==> config.mk <==
export PLATFORM = sky130hd
export DESIGN_NAME = soc_reset_sequencer
export DESIGN_NICKNAME = d
export VERILOG_FILES = /design/src/rtl/soc_reset_sequencer.sv
export SDC_FILE = /design/constraint.sdc
export NUM_CORES = 1
export LEC_CHECK = 0
export BUFFER_PORTS_ARGS = -buffer_cell sky130_fd_sc_hd__buf_4
export CORE_ASPECT_RATIO = 0.9
export CORE_MARGIN = 10
export CORE_UTILIZATION = 57
export DETAILED_ROUTE_END_ITERATION = 10
export PLACE_DENSITY = 0.73
export SETUP_SLACK_MARGIN = 0.02
export SLEW_MARGIN = 20
export SYNTH_ARGS = -nofsm -noshare
export SYNTH_HDL_FRONTEND = slang
export SYNTH_SLANG_ARGS = --single-unit
export TNS_END_PERCENT = 10
==> constraint.sdc <==
create_clock -name clk -period 2.8 [get_ports clk]
set_input_delay 0.28 -clock clk [delete_from_list [all_inputs] [get_ports clk]]
set_output_delay 0.28 -clock clk [all_outputs]
set_load 0.02 [all_outputs]
==> src/rtl/soc_reset_sequencer.sv <==
// SoC reset sequencer: brings up peripherals, the HBM subsystem and the
// matrix accelerator core in order, gated on PLL lock and HBM calibration.
// Lock loss at any point restarts the whole sequence. A software request
// either resets only the core (from RUN) or retries calibration (from ERR).
module soc_reset_sequencer #(
   parameter int unsigned LOCK_STABLE_CYCLES = 1024,
   parameter int unsigned STAGE_GAP          = 16,
   parameter int unsigned CAL_TIMEOUT        = 65535
) (
   input  logic       clk,
   input  logic       rst_n,
   input  logic       locked,
   input  logic       hbm_cal_done,
   input  logic       sw_rst_req,
   output logic       rst_periph_n,
   output logic       rst_mem_n,
   output logic       rst_core_n,
   output logic       seq_done,
   output logic       cal_timeout_err,
   output logic [2:0] state_o
);

   // One counter serves every state, so it is sized for the longest interval.
   localparam int unsigned MAX_LS  = (LOCK_STABLE_CYCLES > STAGE_GAP) ? LOCK_STABLE_CYCLES : STAGE_GAP;
   localparam int unsigned CNT_MAX = (MAX_LS > CAL_TIMEOUT) ? MAX_LS : CAL_TIMEOUT;
   localparam int unsigned CNT_W   = $clog2(CNT_MAX + 32'd1);

   // Terminal counts: the counter holds (cycles already spent) - so the
   // Nth cycle in a state is the one where the counter reads N-1.
   localparam logic [CNT_W-1:0] LOCK_LAST = CNT_W'(LOCK_STABLE_CYCLES - 32'd1);
   localparam logic [CNT_W-1:0] GAP_LAST  = CNT_W'(STAGE_GAP - 32'd1);
   localparam logic [CNT_W-1:0] CAL_LAST  = CNT_W'(CAL_TIMEOUT - 32'd1);
   localparam logic [CNT_W-1:0] CNT_ZERO  = {CNT_W{1'b0}};
   localparam logic [CNT_W-1:0] CNT_ONE   = CNT_W'(32'd1);
   localparam logic [CNT_W-1:0] CNT_SAT   = {CNT_W{1'b1}};

   typedef enum logic [2:0] {
      ST_WAIT_LOCK = 3'd0,
      ST_PERIPH    = 3'd1,
      ST_WAIT_CAL  = 3'd2,
      ST_CORE      = 3'd3,
      ST_RUN       = 3'd4,
      ST_CORE_RST  = 3'd5,
      ST_ERR       = 3'd6,
      ST_MEM_RST   = 3'd7
   } state_e;

   // Output bundle order: {rst_periph_n, rst_mem_n, rst_core_n, seq_done, cal_timeout_err}
   function automatic logic [4:0] decode_outputs(input state_e st);
      logic [4:0] outs;
      case (st)
         ST_WAIT_LOCK: outs = 5'b00000;
         ST_PERIPH:    outs = 5'b10000;
         ST_WAIT_CAL:  outs = 5'b11000;
         ST_CORE:      outs = 5'b11000;
         ST_RUN:       outs = 5'b11110;
         ST_CORE_RST:  outs = 5'b11000;
         ST_ERR:       outs = 5'b11001;
         ST_MEM_RST:   outs = 5'b10000;
         default:      outs = 5'b00000;
      endcase
      return outs;
   endfunction

   state_e           state_q, state_d;
   logic [CNT_W-1:0] cnt_q, cnt_d;
   logic [CNT_W-1:0] cnt_inc;
   logic [1:0]       locked_sync_q;
   logic [1:0]       cal_sync_q;
   logic             locked_s;
   logic             cal_s;
   logic [4:0]       outs_q, outs_d;

   assign locked_s = locked_sync_q[1];
   assign cal_s    = cal_sync_q[1];

   // Next-state, counter and output decode; lock loss overrides everything.
   always_comb begin
      state_d = state_q;
      cnt_d   = cnt_q;
      cnt_inc = (cnt_q == CNT_SAT) ? cnt_q : (cnt_q + CNT_ONE);

      if ((state_q != ST_WAIT_LOCK) && !locked_s) begin
         state_d = ST_WAIT_LOCK;
      end else begin
         case (state_q)
            ST_WAIT_LOCK: begin
               if (locked_s && (cnt_q == LOCK_LAST)) state_d = ST_PERIPH;
               else                                  state_d = ST_WAIT_LOCK;
            end
            ST_PERIPH: begin
               if (cnt_q == GAP_LAST) state_d = ST_WAIT_CAL;
               else                   state_d = ST_PERIPH;
            end
            ST_WAIT_CAL: begin
               // Calibration completing in the timeout cycle still counts as success.
               if (cal_s)                  state_d = ST_CORE;
               else if (cnt_q == CAL_LAST) state_d = ST_ERR;
               else                        state_d = ST_WAIT_CAL;
            end
            ST_CORE: begin
               if (cnt_q == GAP_LAST) state_d = ST_RUN;
               else                   state_d = ST_CORE;
            end
            ST_RUN: begin
               if (sw_rst_req) state_d = ST_CORE_RST;
               else            state_d = ST_RUN;
            end
            ST_CORE_RST: begin
               // Further requests here are ignored so the window never stretches.
               if (cnt_q == GAP_LAST) state_d = ST_RUN;
               else                   state_d = ST_CORE_RST;
            end
            ST_ERR: begin
               if (sw_rst_req) state_d = ST_MEM_RST;
               else            state_d = ST_ERR;
            end
            ST_MEM_RST: begin
               if (cnt_q == GAP_LAST) state_d = ST_WAIT_CAL;
               else                   state_d = ST_MEM_RST;
            end
            default: state_d = ST_WAIT_LOCK;
         endcase
      end

      // Counter restarts on every state change and on any unlocked cycle in
      // WAIT_LOCK; otherwise it counts up and saturates rather than wrapping.
      if (state_d != state_q) begin
         cnt_d = CNT_ZERO;
      end else if ((state_q == ST_WAIT_LOCK) && !locked_s) begin
         cnt_d = CNT_ZERO;
      end else begin
         cnt_d = cnt_inc;
      end

      // Outputs are decoded from the next state so they switch on the entering edge.
      outs_d = decode_outputs(state_d);
   end

   // Synchronizers, state, counter and registered outputs.
   always_ff @(posedge clk or negedge rst_n) begin
      if (!rst_n) begin
         locked_sync_q <= 2'b00;
         cal_sync_q    <= 2'b00;
         state_q       <= ST_WAIT_LOCK;
         cnt_q         <= CNT_ZERO;
         outs_q        <= 5'b00000;
      end else begin
         locked_sync_q <= {locked_sync_q[0], locked};
         cal_sync_q    <= {cal_sync_q[0], hbm_cal_done};
         state_q       <= state_d;
         cnt_q         <= cnt_d;
         outs_q        <= outs_d;
      end
   end

   assign rst_periph_n    = outs_q[4];
   assign rst_mem_n       = outs_q[3];
   assign rst_core_n      = outs_q[2];
   assign seq_done        = outs_q[1];
   assign cal_timeout_err = outs_q[0];
   assign state_o         = state_q;

endmodule

Word-level counts from Yosys, hierarchy flattened
Memories as Yosys holds them, arrays and structs flattened. A register that Yosys moved wholly into a read port is not among the register bits.
Cells that the tools add are included.
{ "totals": {"in_bits": 5, "output_inout_bits": 8, "ff_bits": 23, "mem_bits_ro": 40, "n_memories": 1, "elab_cells": 40} }
{ "op_classes": {"reduce_logical": 7, "eq_ne": 13, "add_sub_neg": 1, "mux": 14} }
{ "mem_list": {"columns": ["name", "words", "width", "rd", "rd_ports_with_merged_regs", "write_ports", "line", "rtl"], "rows": [
  ["(name not given)", 8, 5, 1, 1, 0, "51", "case (st)"]
]} }
{ "op_table": {"columns": ["cell", "n"], "rows": [
  ["$mux 16", 3],
  ["$eq 16x16->1 const B", 2],
  ["$pmux 3 s8", 1],
  ["$add 16x1->16 const B", 1],
  ["$eq 16x10->1 const B", 1],
  ["$eq 16x4->1 const B", 1],
  ["$mux 3", 5],
  ["$eq 3x3->1 const B", 4],
  ["$eq 3x2->1 const B", 2],
  ["$mux 1", 4],
  ["$eq 3x1->1 const B", 1],
  ["$logic_and 1x1->1", 3],
  ["$logic_not 3->1", 1],
  ["$ne 3x1->1 const B", 1],
  ["$ne 3x3->1", 1],
  ["$reduce_bool 3->1", 1],
  ["$logic_not 1->1", 2],
  ["$mux 2", 1]
]} }

Longest topological paths before layout
Gate-level depths: netlist of the first run.
{ "depth": {"depth_word": 7, "mapped_depth": 8, "ltp_nobuf": 8} }

Worst setup path after synthesis of the first run
No wires, ideal clock.
{ "synth_timing": {"kind": "reg2reg", "from": "register state_q[2] (netlist: state_o[2])", "to": "register outs_q[3]", "path_slack_ns": 0.554, "synth_period_minus_slack_ns": 2.246, "stages_incl_launch_ff": 8, "setup_ns": 0.125, "t_arrival_ns": 2.121, "required_ns": 2.675, "path_buffers": 1, "path_cell_list": "dfrtp_1 > buf_6 > or3b_1 > or4_1 > o22a_2 > o21bai_2 > and3_4 > mux2_4"} }
{ "synth_between": {"elab_chain_cells": 3, "word_cells_on_any_way": 12, "classes_between": "eq/ne (7); mux (2); reduce/logical (3)"} }
{ "synth_rtl": {"columns": ["item", "line", "rtl"], "rows": [
  ["start: declaration", "65", "state_e state_q, state_d;"],
  ["start signal: assignment", "151", "state_q <= state_d;"],
  ["$eq 3x3->1, or another cell as far along", "86", "case (state_q)"],
  ["$pmux 3 s8 / $logic_and 1x1->1 (equally long branches)", "86, 83", null],
  ["$mux 3 *", "83", "if ((state_q != ST_WAIT_LOCK) && !locked_s) begin"],
  ["via state_d[2]", "65", null],
  ["end: declaration", "72", "logic [4:0] outs_q, outs_d;"]
]} }
The timed path passes the listed nets; every way through them passes the cells marked *.
A chain may end at the register's enable or synchronous reset.

Worst setup path after layout of the first run
{ "layout_timing": {"from": "register cnt_q[0]", "to": "register cnt_q[10]"} }
{ "layout_between": {"elab_chain_cells": 7, "word_cells_on_any_way": 20, "classes_between": "add/sub (1); eq/ne (6); mux (12); reduce/logical (1)"} }
{ "layout_rtl": {"columns": ["item", "line", "rtl"], "rows": [
  ["start: declaration", "66", "logic [CNT_W-1:0] cnt_q, cnt_d;"],
  ["start signal: assignment", "152", "cnt_q <= cnt_d;"],
  ["$eq 16x16->1 / $eq 16x10->1 (equally long branches)", "98, 88", null],
  ["$mux 3 / $logic_and 1x1->1 (equally long branches)", "98, 88", null],
  ["$mux 3 / $mux 1 (equally long branches)", "97, 88", null],
  ["$pmux 3 s8", "86", null],
  ["$mux 3", "83", null],
  ["$ne 3x3->1", "128", "if (state_d != state_q) begin"],
  ["$ne 3x1->1 (no source line) / $mux 16 (equally long branches)", null, null]
]} }
Parallel ways exist; a longest one is shown, timed or not. The select of a mux whose other input is x is not followed.

==> metrics.txt, run 1 <==
standard cell area after detailed placement=1430 um^2; via count of the first global-routing pass=953; routed via count divided by cell count=5.85; CP Buf/Inv Count=0; Post-Layout Inst Area=1460 um^2; number of DRC markers in iteration 0=70; Setup TNS Final=0 ns; worst setup skew after layout=0.00244 ns; H-tree level count=1; count of pins on the block boundary=13; worst-path cell with the longest stage delay=sky130_fd_sc_hd__o311ai_2; detailed-placement wirelength estimate=1.90 mm; number of fill cells=198; crit-path leading delay family=compound AO/OA/AOI/OAI gates; number of CTS-inserted buffers=3; total routing usage reported by global routing=0.115; count of warnings emitted by yosys=0; Max Cap Viol=0; setup repair bufs after CTS=0; pin slew with the least headroom to its limit=1.09 ns; commonest non-fill, non-tap cell in the layout=sky130_fd_sc_hd__dfrtp_1; Die Y-Extent=65.9 um; clock tree root driver cell=sky130_fd_sc_hd__clkbuf_4; synthesized area divided by synthesized cell count=between 10 and 15 um^2; post-synthesis sequential area ratio=0.507; # resized after CTS=0; clock period minus final worst setup slack=2.52 ns; number of flip-flops and latches in the synthesized netlist=27; max-slew violation count=0; leading cell types in the layout, fill and taps excluded=27 x sky130_fd_sc_hd__dfrtp_1, 18 x sky130_fd_sc_hd__nor2_1, 12 x sky130_fd_sc_hd__buf_4; Inserted Diodes=0; sequential cell area=676 um^2; number of iterations in the first detailed-routing pass=4; DIE WIDTH=71.0 um; Crit Path Max Fanout=16; number of nets in the finished design=152; Peak Freq=about 0.4 GHz; Netlist Area Pre-Place=around 1300 um^2; final global-route overflow total=0; element type at the critical path end=flop; synth-to-layout area growth=9.77%; peak supply drop=between 300 and 400 uV; fraction of layout instances using a drive strength above 1=0.167; Wirelength per Cell=15.0 um; category of the critical setup timing path=flop to flop; count of endpoints failing hold in the final timing report=0; cell-by-cell trace of the critical path=ha_1 > nand3_1 > nor4_1 > o41ai_1 > o311ai_2 > nor3_1; initial standard-cell utilization of the core=0.605; slew margin rel.=0.273; fraction of the cycle the final worst path needs=0.900; TritonCTS Sinks=27; number of distinct library cell variants in the gate-level netlist after synthesis=39; core outline area=roughly 2200 um^2; largest buffer count on any clock path=2; unrepaired setup endpoints after global routing=false; via count=about 1000; TritonCTS clock tree=built; largest net degree at the start of global routing=28; # rows=16; sort of element at the start of the critical path=flop; status=completed; worst stage delay on the critical path=between 0.9 and 1 ns; detailed-route DRC error count=0; multi-input logic area=608 um^2; Synthesized Nets=roughly 140; post-synthesis cell count=131; ANT nets after route=0; Leakage Power=0.635 nW; worst-skew pair later-pin latency=0.32 ns; wire length of the first global-routing pass=4.48 mm; EDFF count, synth=0; Final Routed Wirelength=2.56 mm; final setup fails=0; die area=about 4700 um^2; Critical Path AT=about 2.7 ns; IO buf count=12; Tightest Hold Check Type=input port to flop; async set or reset register ratio after synthesis=1.00; power per unit of standard cell area=403 nW/um^2; number of antenna violations at the first check in global routing=0; global placer's final weighted congestion=0.816; Worst Path Required=between 2 and 3 ns; CTS clock-pin slew for the worst setup and hold paths=0.13 ns; top_reg_cell synth=sky130_fd_sc_hd__dfrtp_1
state kept, by name, summed over array words and instances, names as in the netlist:
name	cells
locked_sync_q	2
outs_q	4
cal_sync_q	2
state_o	3
cnt_q	16
final timing paths:
check	from	slack, ns	end	cells after the start
hold reg to reg	locked_sync_q[0]$_DFF_PN0_	0.37	locked_sync_q[1]$_DFF_PN0_	0
min in group asynchronous	rst_n	0.39	outs_q[2]$_DFF_PN0_	2
hold / removal	hbm_cal_done	0.06	cal_sync_q[0]$_DFF_PN0_	1
max in group asynchronous	rst_n	2.15	cnt_q[9]$_DFFE_PN0P_	2
setup reg to reg	cnt_q[0]$_DFFE_PN0P_	0.28	cnt_q[10]$_DFFE_PN0P_	6
setup / recovery	cnt_q[0]$_DFFE_PN0P_	0.28	cnt_q[10]$_DFFE_PN0P_	6
cell type report:
class | count | area share
Tap cell | 27 | 0.0231
Clock buffer | 4 | 0.0180
Sequential cell | 27 | 0.462
Timing Repair Buffer | 13 | 0.0684
Inverter | 5 | 0.0128
Multi-Input combinational cell | 95 | 0.416
Yosys cell counts, types with 3 or more instances:
cell type,n,area [um^2]
sky130_fd_sc_hd__nor4_1,3,18.8
sky130_fd_sc_hd__o21ai_0,3,15.0
sky130_fd_sc_hd__inv_1,5,18.8
sky130_fd_sc_hd__nand3_1,8,40.0
sky130_fd_sc_hd__nand4_1,4,25.0
sky130_fd_sc_hd__xnor2_1,6,52.6
sky130_fd_sc_hd__dfrtp_1,27,676
sky130_fd_sc_hd__a21oi_1,4,20.0
sky130_fd_sc_hd__nand2_1,11,41.3
sky130_fd_sc_hd__xor2_1,4,35.0
sky130_fd_sc_hd__nor3_1,4,20.0
sky130_fd_sc_hd__nor2_1,18,67.6
where the power goes:
part / internal [mW] / switching, mW
clock network: 0.0557 / 0.106
registers: 0.396 / 0.00705
logic: 0.00998 / 0.0150
total: 0.462 / 0.128
repair_timing:
action,in CTS,in global routing
setup endpoints to repair,0,0
endpoints found under the hold margin,27,0
hold buffers,1,0
routing by layer:
metal,global-route usage,wire [um],share of wire
met3,0.0360,103,0.040
met4,0.0242,9,0.0035
met1,0.143,1180,0.46
met2,0.190,1270,0.50
met5,0,0,0
kinds of logic after synthesis:
kind of cell    Yosys count  share of synthesized area
compound gates           16                     0.0883
xor+xnor                 10                     0.0657
fa+ha+maj                 2                     0.0188
buf+inv                   9                     0.0366
flops                    27                      0.507
mux                       3                     0.0263
simple gates             64                      0.257
metrics by stage:
stage	util	cells	setup slack [ns]	hold WS (ns)	power (mW)
after floorplan	-	131	0.554	-0.0156	0.420
after global placement	0.648	166	0.401	0.201	0.433
after detailed placement	0.648	166	0.325	0.212	0.435
after CTS	0.664	171	0.275	0.0474	0.601
after global routing	0.664	171	0.0731	0.0395	0.616
final	0.664	171	0.279	0.0584	0.590
Note: power is estimated with default switching activity, not from simulation.
==> run 2, diff against run 1 <==
--- a/config.mk
+++ b/config.mk
@@ -5,12 +5,14 @@
 export SDC_FILE = /design/constraint.sdc
 export NUM_CORES = 1
 export LEC_CHECK = 0
+export ABC_CLOCK_PERIOD_IN_PS = 2800
 export BUFFER_PORTS_ARGS = -buffer_cell sky130_fd_sc_hd__buf_4
 export CORE_ASPECT_RATIO = 0.9
 export CORE_MARGIN = 10
 export CORE_UTILIZATION = 57
 export DETAILED_ROUTE_END_ITERATION = 10
 export PLACE_DENSITY = 0.73
+export REMOVE_ABC_BUFFERS = 1
 export SETUP_SLACK_MARGIN = 0.02
 export SLEW_MARGIN = 20
 export SYNTH_ARGS = -nofsm -noshare
==> run 2 against run 1 <==
Combinational power is essentially flat. Clock skew about the same. Die area unchanged. Largest cell class unchanged. Utilization is 0.057 points higher. Wire length rose by 2.5%. Largest power group unchanged. Highest routed layer unchanged.
==> metrics.txt, run 2 (synthesis gave the netlist of run 1 again) <==
detailed-placement wirelength estimate=between 1.5 and 2 mm; Die Y-Extent=65.9 um; number of CTS-inserted buffers=3; worst-skew pair later-pin latency=0.33 ns; number of fill cells=181; largest buffer count on any clock path=2; Inserted Diodes=0; commonest non-fill, non-tap cell in the layout=sky130_fd_sc_hd__dfrtp_1; fraction of layout instances using a drive strength above 1=0.174; Critical Path AT=2.69 ns; via count of the first global-routing pass=~1000; number of DRC markers in iteration 0=149; largest net degree at the start of global routing=28; ANT nets after route=0; Setup TNS Final=0 ns; via count=998; Post-Layout Inst Area=1460 um^2; flip-flop count of the largest register after layout=16; Max Cap Viol=0; Final Routed Wirelength=2.62 mm; Peak Freq=0.399 GHz; number of antenna violations at the first check in global routing=0; status=completed; clock tree root driver cell=sky130_fd_sc_hd__clkbuf_4; setup repair bufs after CTS=0; final global-route overflow total=0; TritonCTS Sinks=27; pin slew with the least headroom to its limit=around 1.1 ns; Worst Path Required=2.98 ns; routed via count divided by cell count=about 5.8; Worst Hold Slack=around 0.046 ns; Worst Hold Path Cells=1; wire length of the first global-routing pass=4.53 mm; largest reg by FF count=cnt_q; detailed-route DRC error count=0; H-tree level count=1; leading cell types in the layout, fill and taps excluded=27 x sky130_fd_sc_hd__dfrtp_1, 18 x sky130_fd_sc_hd__nor2_1, 12 x sky130_fd_sc_hd__buf_4; worst setup skew after layout=0.00271 ns; Tightest Hold Check Type=input port to flop; sort of element at the start of the critical path=flop; Leakage Power=0.638 nW; synth-to-layout area growth=9.86%; TritonCTS clock tree=built; peak supply drop=roughly 490 uV; global placer's final weighted congestion=~0.85; final setup fails=0; max-slew violation count=0; Wirelength per Cell=15.3 um; count of pins on the block boundary=13; core outline area=2200 um^2; IO buf count=12; r2r worst-path depth=6; count of endpoints failing hold in the final timing report=0; total routing usage reported by global routing=0.117; power per unit of standard cell area=406 nW/um^2; CTS clock-pin slew for the worst setup and hold paths=0.14 ns; clock period minus final worst setup slack=2.51 ns; initial standard-cell utilization of the core=0.605; fraction of the cycle the final worst path needs=0.896; unrepaired setup endpoints after global routing=false; DIE WIDTH=71.0 um; standard cell area after detailed placement=1430 um^2; Crit Path Max Fanout=16; number of iterations in the first detailed-routing pass=4; category of the critical setup timing path=flop to flop; number of nets in the finished design=about 150; die area=4670 um^2; # rows=16; slew margin rel.=0.284; element type at the critical path end=flop
## run 2: cell types whose count changed in the layout (fill, tap and decap cells not counted), sizes merged
cell	previous run	this run
clkbuf	4	3
clkinv	0	1
## run 2: routing by layer
| metal | routed length (um) | part of all wire | global-route usage |
|---|---|---|---|
| met1 | 1190 | 0.45 | 0.137 |
| met2 | 1300 | 0.50 | 0.201 |
| met3 | 110 | 0.042 | 0.0375 |
| met4 | 21 | 0.0080 | 0.0314 |
| met5 | 0 | 0 | 0 |
## run 2: repair_timing
action	CTS	global route
hold buffers	1	0
resized for setup	0	0
endpoints found under the setup margin	0	0
hold endpoints to repair	27	0
## run 2: layout make-up
type,instances,area (um^2),share of cell area
Tap cell,27,33.8,0.0231
Clock inverter,1,5.00,0.00342
Multi-Input combinational cell,95,608,0.415
Timing Repair Buffer,13,100,0.0684
Clock buffer,3,22.5,0.0154
Inverter,5,18.8,0.0128
Sequential cell,27,676,0.462
## run 2: path summary, 6_finish.rpt
path | slack, ns | startpoint | end
max | 0.29 | cnt_q[12]$_DFFE_PN0P_ | cnt_q[10]$_DFFE_PN0P_
min | 0.05 | locked | locked_sync_q[0]$_DFF_PN0_
max reg2reg | 0.29 | cnt_q[12]$_DFFE_PN0P_ | cnt_q[10]$_DFFE_PN0P_
min reg2reg | 0.36 | locked_sync_q[0]$_DFF_PN0_ | locked_sync_q[1]$_DFF_PN0_
max in group asynchronous | 2.17 | rst_n | locked_sync_q[0]$_DFF_PN0_
min in group asynchronous | 0.38 | rst_n | state_o[1]$_DFF_PN0_
## run 2: critical path, stage by stage, from the launching register on
cell                       delay (ns)
sky130_fd_sc_hd__dfrtp_1         0.46
sky130_fd_sc_hd__nor4_1          0.29
sky130_fd_sc_hd__nand2_1         0.16
sky130_fd_sc_hd__nor4_1          0.19
sky130_fd_sc_hd__o41ai_1         0.15
sky130_fd_sc_hd__o311ai_2        0.93
sky130_fd_sc_hd__nor3_1          0.17
## run 2: metrics by stage
step | worst slack, ns | util | cells | power, mW
after CTS | 0.197 | 0.665 | 171 | 0.602
final | 0.291 | 0.665 | 171 | 0.595
after global routing | 0.0680 | 0.665 | 171 | 0.620
after floorplan | 0.601 | - | 127 | 0.419
after global placement | 0.362 | 0.648 | 166 | 0.433
after detailed placement | 0.253 | 0.648 | 166 | 0.435
## run 2: power by group
part	switching (mW)	leakage, nW	internal, mW	total (mW)
Combinational	0.0148	0.254	0.0101	0.0249
Clock	0.113	0.0177	0.0537	0.167
Sequential	0.00660	0.366	0.396	0.403
Total	0.135	0.638	0.460	0.595
==> run 3, diff against run 2 <==
--- a/config.mk
+++ b/config.mk
@@ -5,14 +5,14 @@
 export SDC_FILE = /design/constraint.sdc
 export NUM_CORES = 1
 export LEC_CHECK = 0
+export ABC_AREA = 1
 export ABC_CLOCK_PERIOD_IN_PS = 2800
 export BUFFER_PORTS_ARGS = -buffer_cell sky130_fd_sc_hd__buf_4
 export CORE_ASPECT_RATIO = 0.9
 export CORE_MARGIN = 10
-export CORE_UTILIZATION = 57
+export CORE_UTILIZATION = 58
 export DETAILED_ROUTE_END_ITERATION = 10
-export PLACE_DENSITY = 0.73
-export REMOVE_ABC_BUFFERS = 1
+export PLACE_DENSITY = 0.74
 export SETUP_SLACK_MARGIN = 0.02
 export SLEW_MARGIN = 20
 export SYNTH_ARGS = -nofsm -noshare
==> run 3 against run 2 <==
Non-clock buffer count did not move. Combinational power rose by 18%. Power rose by 2.4%. Largest power group unchanged. Critical path depth rose by 3. Flip-flop and latch count did not move. Fmax rose by 19%. Final area rose by 17%. Worst setup slack improved by 0.40 ns. Synthesized area rose by 18%. Synthesized cell count rose by 52%. Sequential share of layout area fell by 6.8 points.
==> metrics.txt, run 3 <==
# rows=17; sort of element at the start of the critical path=flop; count of pins on the block boundary=13; clock tree root driver cell=sky130_fd_sc_hd__clkbuf_4; Worst Hold Path Cells=1; TritonCTS Sinks=27; post-synthesis sequential area ratio=0.429; number of CTS-inserted buffers=3; Max Cap Viol=0; routed via count divided by cell count=between 5 and 6; leading cell types by total area after synthesis=sky130_fd_sc_hd__dfrtp_1 43%, sky130_fd_sc_hd__nand2_1 8.6%, sky130_fd_sc_hd__inv_1 6.4%; switching power as a share of total power=0.237; Netlist Area Pre-Place=1580 um^2; element type at the critical path end=flop; number of antenna violations at the first check in global routing=0; fraction of the cycle the final worst path needs=0.753; Reg2Reg Capture Point=cnt_q[11]$_DFFE_PN0P_; Sequential Power Share=0.659; wire length of the first global-routing pass=5.75 mm; Setup TNS Final=0 ns; number of nets in the finished design=221; r2r worst-path depth=9; total internal power=0.465 mW; count of endpoints failing hold in the final timing report=0; total net switching power=~0.14 mW; Final Routed Wirelength=3.20 mm; FF-to-FF Start=cnt_q[0]$_DFFE_PN0P_; number of fill cells=221; worst reg2reg setup slack=between 0.6 and 0.7 ns; H-tree level count=1; Peak Freq=0.474 GHz; synth-to-layout area growth=8.90%; number of iterations in the first detailed-routing pass=4; met3 usage in global routing=0.0399; most frequently used cell type in the post-synthesis netlist=sky130_fd_sc_hd__nand2_1; Critical Path AT=between 2 and 2.5 ns; Tightest Hold Check Type=input port to flop; status=completed; synthesized area divided by synthesized cell count=7.92 um^2; grt peak-use layer=met2; number of flip-flops and latches in the synthesized netlist=27; Clock power frac=0.292; post-layout power=0.609 mW; flip-flop count of the largest register after layout=16; detailed-placement wirelength estimate=2.47 mm; leading post-synthesis cells by instance count=36 x sky130_fd_sc_hd__nand2_1, 27 x sky130_fd_sc_hd__dfrtp_1, 27 x sky130_fd_sc_hd__inv_1, 27 x sky130_fd_sc_hd__nor2_1, 13 x sky130_fd_sc_hd__nand3_1; clock period minus final worst setup slack=around 2.1 ns; final global-route overflow total=0; Setup WS pre-CTS=0.730 ns; worst-skew pair later-pin latency=about 0.33 ns; met1 track demand over resource=0.188; category of the critical setup timing path=flop to flop; total routing usage reported by global routing=0.133; Synthesized Nets=206; via count=1322; commonest non-fill, non-tap cell in the layout=sky130_fd_sc_hd__nand2_1; core outline area=2530 um^2; met2 layer usage reported by global route=0.200; die area=5200 um^2; initial standard-cell utilization of the core=0.622; largest buffer count on any clock path=2; EDFF count, synth=0; fraction of layout instances using a drive strength above 1=0.207; Comb pwr share=0.048; Worst Path Required=3.02 ns; top_reg_cell synth=sky130_fd_sc_hd__dfrtp_1; TritonCTS clock tree=built; final core area utilization=0.678; max-slew violation count=0; Inserted Diodes=0; final setup fails=0; number of DRC markers in iteration 0=106; pin slew with the least headroom to its limit=0.589 ns; Worst Hold Slack=approximately 0.044 ns; IO buf count=12; largest reg by FF count=cnt_q; Wirelength per Cell=roughly 13 um; Die Y-Extent=69.4 um; via count of the first global-routing pass=approximately 1200; detailed-route DRC error count=0; power per unit of standard cell area=355 nW/um^2; number of distinct library cell variants in the gate-level netlist after synthesis=28; area share of the largest cell type after synthesis=0.429; DIE WIDTH=about 75 um; worst setup skew after layout=0.00383 ns; count of warnings emitted by yosys=0; Yosys top cell by area=sky130_fd_sc_hd__dfrtp_1; Post-Layout Inst Area=~1700 um^2; startpoint of the tightest hold check path=locked; global placer's final weighted congestion=0.907; ANT nets after route=0; number of placed cells counting well taps=236; post-synthesis cell count=between 150 and 200; Leakage Power=around 0.82 nW; CTS clock-pin slew for the worst setup and hold paths=around 0.15 ns; final worst slack=0.692 ns; slew margin rel.=0.603; unrepaired setup endpoints after global routing=false; largest net degree at the start of global routing=28; standard cell area after detailed placement=1670 um^2; peak supply drop=approximately 350 uV; Worst Hold Endpoint=locked_sync_q[0]$_DFF_PN0_; async set or reset register ratio after synthesis=1.00; leading cell types in the layout, fill and taps excluded=36 x sky130_fd_sc_hd__nand2_1, 27 x sky130_fd_sc_hd__inv_1, 27 x sky130_fd_sc_hd__nor2_1, 27 x sky130_fd_sc_hd__dfrtp_1, 13 x sky130_fd_sc_hd__nand3_1; non-filler cells, final=between 200 and 250; Crit Path Max Fanout=7
## run 3: worst max-delay path, cell delays in order (launching register included)
cell,delay [ns]
sky130_fd_sc_hd__dfrtp_1,0.45
sky130_fd_sc_hd__ha_1,0.26
sky130_fd_sc_hd__nand2_1,0.13
sky130_fd_sc_hd__nor2_4,0.05
sky130_fd_sc_hd__nand2_2,0.11
sky130_fd_sc_hd__inv_1,0.08
sky130_fd_sc_hd__nand2_1,0.23
sky130_fd_sc_hd__inv_1,0.10
sky130_fd_sc_hd__o311ai_0,0.52
sky130_fd_sc_hd__nor2_4,0.06
## run 3: kinds of logic after synthesis
kind of cell / synth area share
buffers and inverters: 0.0810
xor gates and xnor gates: 0.0167
DFF: 0.429
adders and majority gates: 0.0159
AOI/OAI and AO/OA: 0.0945
and+or+nand+nor: 0.363
## run 3: worst max-delay path by stage
stage / start / end / cells past startpoint
finish: cnt_q[0]$_DFFE_PN0P_ / cnt_q[11]$_DFFE_PN0P_ / 9
global route: cnt_q[0]$_DFFE_PN0P_ / cnt_q[5]$_DFFE_PN0P_ / 11
CTS: cnt_q[0]$_DFFE_PN0P_ / cnt_q[11]$_DFFE_PN0P_ / 9
detailed placement: cnt_q[0]$_DFFE_PN0P_ / cnt_q[11]$_DFFE_PN0P_ / 9
global placement: cnt_q[0]$_DFFE_PN0P_ / cnt_q[11]$_DFFE_PN0P_ / 9
floorplan: cnt_q[0]$_DFFE_PN0P_ / cnt_q[11]$_DFFE_PN0P_ / 9
## run 3: area by class of cell
cell class              instances  area [um^2]  area share
multi-input cells             142          772       0.450
flip-flops and latches         27          676       0.394
clock buffers                   3         22.5      0.0131
repair buffers                 13          100      0.0584
clock inverters                 1         8.76     0.00511
inverters                      27          101      0.0591
well taps                      28         35.0      0.0204
## run 3: metal layers
layer / share of wire / routed length (um)
met1: 0.46 / 1460
met2: 0.47 / 1510
met3: 0.068 / 216
met4: 0.0025 / 8
met5: 0 / 0
## run 3: power groups by stage
stage	Combinational, mW	Clock, mW	Sequential [mW]
after CTS	0.0302	0.189	0.402
after global routing	0.0340	0.209	0.403
after detailed placement	0.0288	0	0.409
final	0.0294	0.178	0.402
after floorplan	0.0141	0	0.408
after global placement	0.0281	0	0.409
## run 3: repair_timing
action / in CTS / in global routing
buffers inserted: 0 / 0
setup endpoints to repair: 0 / 0
gates resized for setup: 0 / 0
hold buffers: 1 / 0
hold endpoints to repair: 27 / 0
